[config.mk]
export PLATFORM = sky130hd
export DESIGN_NAME = bin_bcd_seq
export DESIGN_NICKNAME = d
export VERILOG_FILES = /design/src/rtl/bcd_pkg.sv /design/src/rtl/bcd_add3.sv /design/src/rtl/bin_bcd_seq.sv
export SDC_FILE = /design/constraint.sdc
export NUM_CORES = 1
export LEC_CHECK = 0
export CORE_MARGIN = 2
export CORE_UTILIZATION = 55
export CTS_CLUSTER_DIAMETER = 40
export CTS_CLUSTER_SIZE = 20
export DETAILED_ROUTE_END_ITERATION = 6
export GPL_ROUTABILITY_DRIVEN = 0
export PLACE_DENSITY = 0.84
export SYNTH_ARGS = -nofsm -noshare
export SYNTH_HDL_FRONTEND = slang
export SYNTH_SLANG_ARGS = --single-unit
[constraint.sdc]
create_clock -name clk -period 2.15 [get_ports clk]
set_input_delay 0.43 -clock clk [delete_from_list [all_inputs] [get_ports clk]]
set_output_delay 0.43 -clock clk [all_outputs]
set_load 0.02 [all_outputs]
[src/rtl/bcd_pkg.sv]
// Shared definitions for the sequential binary-to-BCD converter.
// Holds the width defaults, the FSM state encoding and the decimal
// limit used for the overflow compare.
package bcd_pkg;

  localparam int BIN_W_DEF  = 27;
  localparam int DIGITS_DEF = 8;

  typedef enum logic [1:0] {
    IDLE = 2'd0,
    CONV = 2'd1,
    DONE = 2'd2
  } state_t;

  // 10^n as a 64-bit constant; used to build the overflow threshold
  function automatic longint unsigned pow10(input int n);
    longint unsigned r;
    r = 64'd1;
    for (int i = 0; i < n; i++) begin
      r = r * 64'd10;
    end
    return r;
  endfunction

  // Largest value that still fits in DIGITS_DEF decimal digits, plus one
  localparam longint unsigned MAX_DEC = pow10(DIGITS_DEF);

endpackage

[src/rtl/bcd_add3.sv]
// One-digit double-dabble corrector: a BCD digit of 5 or more gets 3
// added so that the following left shift carries correctly into the
// next decimal digit.
module bcd_add3 (
  input  logic [3:0] d,
  output logic [3:0] q
);

  // Add 3 when the digit would become 10 or more after doubling
  always_comb begin
    q = d;
    if (d >= 4'd5) begin
      q = d + 4'd3;
    end
  end

endmodule

[src/rtl/bin_bcd_seq.sv]
// Sequential binary-to-BCD converter (double dabble, one bit per clock).
// Handshake: start is sampled only in IDLE or DONE; bin_in is captured on
// that accepting edge. busy is high for the BIN_W conversion edges, then
// done pulses for one cycle while digits/overflow carry the new result.
// digits/overflow only change on the edge that raises done.
// Optional build macro: BCD_SAT_EN -- when defined, an overflowing input
// shows all 9s on digits instead of the raw value mod 10^DIGITS.
module bin_bcd_seq
  import bcd_pkg::*;
#(
  parameter int BIN_W  = BIN_W_DEF,
  parameter int DIGITS = DIGITS_DEF
) (
  input  logic                  clk,
  input  logic                  rst_n,
  input  logic                  start,
  input  logic [BIN_W-1:0]      bin_in,
  output logic                  busy,
  output logic                  done,
  output logic [4*DIGITS-1:0]   digits,
  output logic                  overflow
);

  localparam int ITER_W = $clog2(BIN_W + 1);
  localparam int BCD_W  = 4 * DIGITS;
  localparam longint unsigned MAX_DEC_P = pow10(DIGITS);
  localparam logic [BCD_W-1:0] ALL_NINES = {DIGITS{4'h9}};

  state_t              state_q, state_d;
  logic [BIN_W-1:0]    bin_q, bin_d;
  logic [BCD_W-1:0]    bcd_q, bcd_d;
  logic [ITER_W-1:0]   iter_q, iter_d;
  logic                ovf_q, ovf_d;
  logic [BCD_W-1:0]    digits_q, digits_d;
  logic                overflow_q, overflow_d;

  logic [BCD_W-1:0]       bcd_corr;
  logic [BCD_W+BIN_W-1:0] shift_w;
  logic                   accept;

  // Per-digit add-3 correction of the current accumulator
  for (genvar g = 0; g < DIGITS; g++) begin : g_add3
    bcd_add3 u_add3 (
      .d (bcd_q[4*g +: 4]),
      .q (bcd_corr[4*g +: 4])
    );
  end

  // Next-state, datapath update and result load
  always_comb begin
    state_d    = state_q;
    bin_d      = bin_q;
    bcd_d      = bcd_q;
    iter_d     = iter_q;
    ovf_d      = ovf_q;
    digits_d   = digits_q;
    overflow_d = overflow_q;
    accept     = 1'b0;
    // Top bits pushed out of the last digit are simply dropped
    shift_w    = {bcd_corr, bin_q} << 1;

    case (state_q)
      IDLE: begin
        accept = start;
      end
      CONV: begin
        bcd_d  = shift_w[BCD_W+BIN_W-1 -: BCD_W];
        bin_d  = shift_w[BIN_W-1:0];
        iter_d = iter_q + ITER_W'(1);
        if (iter_q == ITER_W'(BIN_W - 1)) begin
          state_d    = DONE;
          overflow_d = ovf_q;
`ifdef BCD_SAT_EN
          digits_d   = ovf_q ? ALL_NINES : shift_w[BCD_W+BIN_W-1 -: BCD_W];
`else
          digits_d   = shift_w[BCD_W+BIN_W-1 -: BCD_W];
`endif
        end
      end
      DONE: begin
        state_d = IDLE;
        accept  = start;
      end
      default: begin
        state_d = IDLE;
      end
    endcase

    // Accepting a request (from IDLE or back-to-back from DONE)
    if (accept) begin
      state_d = CONV;
      bin_d   = bin_in;
      bcd_d   = '0;
      iter_d  = '0;
      ovf_d   = (64'(bin_in) >= MAX_DEC_P);
    end
  end

  // State and datapath registers; reset abandons any conversion
  always_ff @(posedge clk or negedge rst_n) begin
    if (!rst_n) begin
      state_q    <= IDLE;
      bin_q      <= '0;
      bcd_q      <= '0;
      iter_q     <= '0;
      ovf_q      <= 1'b0;
      digits_q   <= '0;
      overflow_q <= 1'b0;
    end else begin
      state_q    <= state_d;
      bin_q      <= bin_d;
      bcd_q      <= bcd_d;
      iter_q     <= iter_d;
      ovf_q      <= ovf_d;
      digits_q   <= digits_d;
      overflow_q <= overflow_d;
    end
  end

  // Outputs are decoded straight from registers only
  assign busy     = (state_q == CONV);
  assign done     = (state_q == DONE);
  assign digits   = ALL_NINES_UNUSED_GUARD(digits_q);
  assign overflow = overflow_q;

  function automatic logic [BCD_W-1:0] ALL_NINES_UNUSED_GUARD(input logic [BCD_W-1:0] v);
    // Pass-through; keeps ALL_NINES referenced in builds without saturation
    return v | (ALL_NINES & '0);
  endfunction

endmodule

-- Word-level counts from Yosys, hierarchy flattened
Index checks and enable logic that the tools add are counted.
- register bits after elaboration: 100
- input port bits: 30
- output and inout bits: 35
- word-level logic and storage cells: 53
- add/sub/neg operators: 9
- $lt $le $gt $ge: 9
- equality and inequality tests: 5
- muxes and demuxes: 18
- reduce and logical (&&, ||, !) cells: 5
- operator list (operator ; count):
    32-bit two-way mux ; 2
    27-bit two-way mux ; 2
    4-bit by 3-bit greater-or-equal comparator with 1-bit output (second input constant) ; 8
    4-bit by 2-bit adder with 4-bit output (second input constant) ; 7
    4-bit two-way mux ; 7
    27-bit greater-or-equal comparator (second input constant) ; 1
    5-bit two-way mux ; 2
    5-bit by 1-bit adder with 5-bit output (second input constant) ; 1
    5-bit equality test (second input constant) ; 1
    2-bit two-way mux ; 2
    2-bit one-hot mux with 2 select lines ; 1
    2-bit AND reduction ; 2
    3-bit by 2-bit adder with 3-bit output (second input constant) ; 1
    3-bit two-way mux ; 1
    3-bit by 1-bit != test with 1-bit output (second input constant) ; 1
    2-bit by 1-bit equality test with 1-bit output (second input constant) ; 1
    2-bit equality test (second input constant) ; 1
    2-bit logical NOT ; 1
    2-bit != test (second input constant) ; 1
    2-bit nonzero test ; 1
    2-bit OR reduction ; 1
    1-bit two-way mux ; 1

-- Longest topological paths before layout
- word-level depth: 5
- gate-level depth with buffers: 7

-- By module
Synthesis repeated with hierarchy kept, for this count alone.
- cell total of the unflattened synthesis: 457
- area, all modules: 4996.0 sq um
- by module, submodules not included (module ; times used ; cells an instance ; area each (sq um)):
    bin_bcd_seq ; 1 ; 329 ; 4185.3
    bcd_add3 ; 8 ; 16 ; 101.3

-- Worst setup path before layout
Ideal clock, no wire load.
- path kind: reg2reg
- start point: register iter_q[0]
- end point: register digits_q[10], in the netlist digits[10]
- data arrival time: 1.417 ns
- required time: 2.025 ns
- slack: 0.608 ns
- cell stages (with the launch flop): 7
- buffers on the path: 1
- clock period less this slack: 1.542 ns
- cell sequence: dfrtp_1 -> inv_1 -> ha_1 -> nand4b_4 -> nor2_2 -> buf_4 -> mux2_2
- cells in the longest elaborated chain, start to end: 2
- RTL lines (element ; RTL line ; RTL):
    start: declaration ; bin_bcd_seq.sv:32 ; logic [ITER_W-1:0] iter_q, iter_d;
    start signal: assignment ; bin_bcd_seq.sv:113 ; iter_q <= iter_d;
    5-bit equality test ; bin_bcd_seq.sv:70 ; if (iter_q == ITER_W'(BIN_W - 1)) begin
    2-bit AND reduction (no line) ; n/a ;
    end signal: assignment ; bin_bcd_seq.sv:115 ; digits_q <= digits_d;
    end: declaration ; bin_bcd_seq.sv:34 ; logic [BCD_W-1:0] digits_q, digits_d;
Every way passes these cells.
A chain may end at the register's enable or synchronous reset.

-- Worst setup path after layout
- start point: register state_q[0]
- end point: output port done
- cells in the longest elaborated chain, start to end: 1
- RTL lines (element ; RTL line ; RTL):
    start: declaration ; bin_bcd_seq.sv:29 ; state_t state_q, state_d;
    start signal: assignment ; bin_bcd_seq.sv:110 ; state_q <= state_d;
    2-bit equality test ; bin_bcd_seq.sv:122 ; assign done = (state_q == DONE);
    end: declaration ; bin_bcd_seq.sv:19 ; output logic done,
Every way passes these cells.

==> flow_summary.json <==
{
  "status": "complete, no violations",
  "port_buffers": 64,
  "grt_pass1_vias": 3498,
  "syn_avg_cell_area_um2": 10.9,
  "worstPathArrival_ns": 1.66,
  "io_pins": 65,
  "critPathRequiredTime_ns": 1.72,
  "setup_viol": 0,
  "synthFlopType": "dfrtp_1",
  "fmaxAchievable_ghz": 0.478,
  "wl_um": 9570,
  "drv_cap": 0,
  "fin_ws_ns": 0.0574,
  "syn_inst": 430,
  "reg2reg_slack_ns": 0.32,
  "start_kind": "flip-flop",
  "syn2layout_area_growth_pct": 19.6,
  "fin_setup_tns_ns": 0,
  "clk-insertion-delay-late_ns": 0.35,
  "cts_root_buffer": "clkbuf_8",
  "place_hpwl_um": 6670,
  "hold_viol": 0,
  "tightest_slew_ns": 1.06,
  "rr_startpoint": "state_q[0]",
  "fin_worst_skew_ns": 0.00616,
  "r2r_end": "bcd_q[6]",
  "wl_per_cell_um": 15.9,
  "grt_max_degree": 46,
  "n_antenna_cell": 0,
  "path_clk_slew_ns": 0.09,
  "coreArea_mm2": 0.00826,
  "yosys_warnings": 0,
  "worstSetupPathType": "reg2out",
  "grt_pass1_wl_um": 15900,
  "post-route-drc-count": 0,
  "synth_top_cells_by_area": "dfrtp_1 (53%), ha_1 (4.8%), nand2_1 (4.8%)",
  "fp.dieW_um": 96.5,
  "drtIter0Drc": 157,
  "synth_seq_area_share_pct": 53.2,
  "cts_resized": 0,
  "crit_start": "state_q[0]",
  "setup.worst_path.end": "done",
  "cts_tree": "built",
  "cts_made_buffers": 9,
  "nNetsFinal": 541,
  "vias": 3501,
  "dr.pass1.iters": 4,
  "post-place-ws_ns": -0.0348,
  "r2r_cells": 4,
  "synth_top_area_share_pct": 53.2,
  "antenna_found_initial": 1,
  "ir_drop_mv": 0.774,
  "cts_max_path_buffers": 2,
  "crit_fanout": 4,
  "vias_per_cell": 5.82,
  "ys_ff_latch": 100,
  "antenna_left": 0,
  "power_density_mw_per_mm2": 1600,
  "drv_slew": 0,
  "clock-sinks": 100,
  "period_share_pct": 97.3,
  "drive_gt1_share_pct": 10.5,
  "grt_overflow": 0,
  "htree_num_levels": 3,
  "cts_hold_repair.buffers": 0,
  "die_area_mm2": 0.00930,
  "dpl.cell_count": 587,
  "ys_types": 38,
  "yosysTopAreaCell": "dfrtp_1",
  "grt_usage_pct": 21.9,
  "initial_core_util_pct": 56.9,
  "period_needed_ns": 2.09,
  "grt_setup_unrepaired": "no",
  "hold_path_class": "in2async",
  "die-height_um": 96.5,
  "syn_area_mm2": 0.00470,
  "post_cts_buffers": 0,
  "synthArstFlopShare_pct": 100,
  "syn-num-nets": 478,
  "critPathCaptureType": "output port",
  "power_leakage_nw": 2.54,
  "num_rows": 33,
  "synth_edf_count": 0,
  "layout.cells.non_filler": 602,
  "relSlewSlack_pct": 28.8
}
-- where the power goes --
| part | internal (mW) | switching [mW] |
|---|---|---|
| Combinational | 2.05 | 2.30 |
| Clock | 0.541 | 0.592 |
| Sequential | 2.76 | 0.731 |
-- per-layer routing --
layer / global-route usage, % / vias to the layer above / routed length (um)
met5: 0 / - / 8
met4: 5.40 / 2 / 119
met3: 5.35 / 14 / 493
met2: 36.8 / 96 / 4820
met1: 28.7 / 1728 / 4130
li1: - / 1661 / -
-- state kept, by name (all words and copies together), names as in the netlist --
register / count
bcd_q: 32
bin_q: 27
digits: 32
iter_q: 5
overflow: 1
ovf_q: 1
state_q: 2
-- stage by stage --
step | area [um2] | utilization (%) | hold slack (ns) | power (mW)
floorplan | 4700 | - | 0.134 | 6.47
global placement | 5430 | 65.8 | 0.452 | 7.61
finish | 5620 | 68.1 | 0.0463 | 8.98
global route | 5620 | 68.1 | 0.0941 | 9.67
CTS | 5620 | 68.0 | 0.0625 | 9.03
detailed placement | 5430 | 65.8 | 0.451 | 7.89
-- Yosys cell counts, types with 9 or more instances --
master / n
buf_2: 13
a21oi_1: 33
mux2_2: 13
ha_1: 18
inv_1: 17
a22oi_1: 26
nor3b_1: 16
nand2b_1: 9
nor2_1: 18
dfrtp_1: 100
nand2_1: 60
a22o_1: 16
-- worst max-delay path: stages, from the launching register on --
cell             delay [ns]
dfrtp_1                0.45
nor2b_1                0.22
clkdlybuf4s50_1        0.64
-- cells in the final DEF (no fill, tap or decap), drive strengths merged --
cell type / Yosys / routed
clkinv: 0 / 1
clkbuf: 2 / 14
nand4: 4 / 4
a22oi: 26 / 26
nor2b: 2 / 2
o31ai: 8 / 8
o31a: 1 / 1
a22o: 16 / 16
nand4b: 1 / 1
clkdlybuf4s50: 0 / 62
ha: 18 / 18
mux2: 18 / 18
dlymetal6s2s: 0 / 1
xnor2: 8 / 8
a311oi: 1 / 1
a32o: 8 / 8
xor2: 1 / 1
o21ai: 14 / 14
o22ai: 7 / 7
nor2: 20 / 20
dfrtp: 100 / 100
a21oi: 41 / 41
nand2: 61 / 61
buf: 19 / 10
mux2i: 7 / 7
or4: 1 / 1
nand3: 2 / 2
inv: 18 / 18
nor3b: 16 / 16
nand2b: 10 / 10
-- cells by family after synthesis --
group                      after synthesis  share of synthesized area [%]
adders and majority gates               18                           4.79
and+or+nand+nor                        117                           12.5
buffers and inverters                   39                           4.10
DFF                                    100                           53.2
xor gates and xnor gates                 9                           1.68
AOI/OAI and AO/OA                      122                           17.9
muxes                                   25                           5.80
-- area by class of cell --
cell class	instances	area, um2
clock buffers	14	183
clock inverters	1	5.00
fillers	627	2640
inverters	18	67.6
multi-input cells	291	2010
flip-flops and latches	100	2500
well taps	105	131
repair buffers	73	721
-- how the worst min path moves through the flow --
stage	to	slack (ns)	cells after the start
6_report	digits[30]	0.05	1
5_1_grt	digits[29]	0.09	1
4_1_cts	digits[31]	0.06	1
3_5_place_dp	digits[31]	0.45	1
3_3_place_gp	digits[29]	0.45	1
2_1_floorplan	bcd_q[0]	0.13	0
No activity file was read; power rests on OpenSTA's default activity.
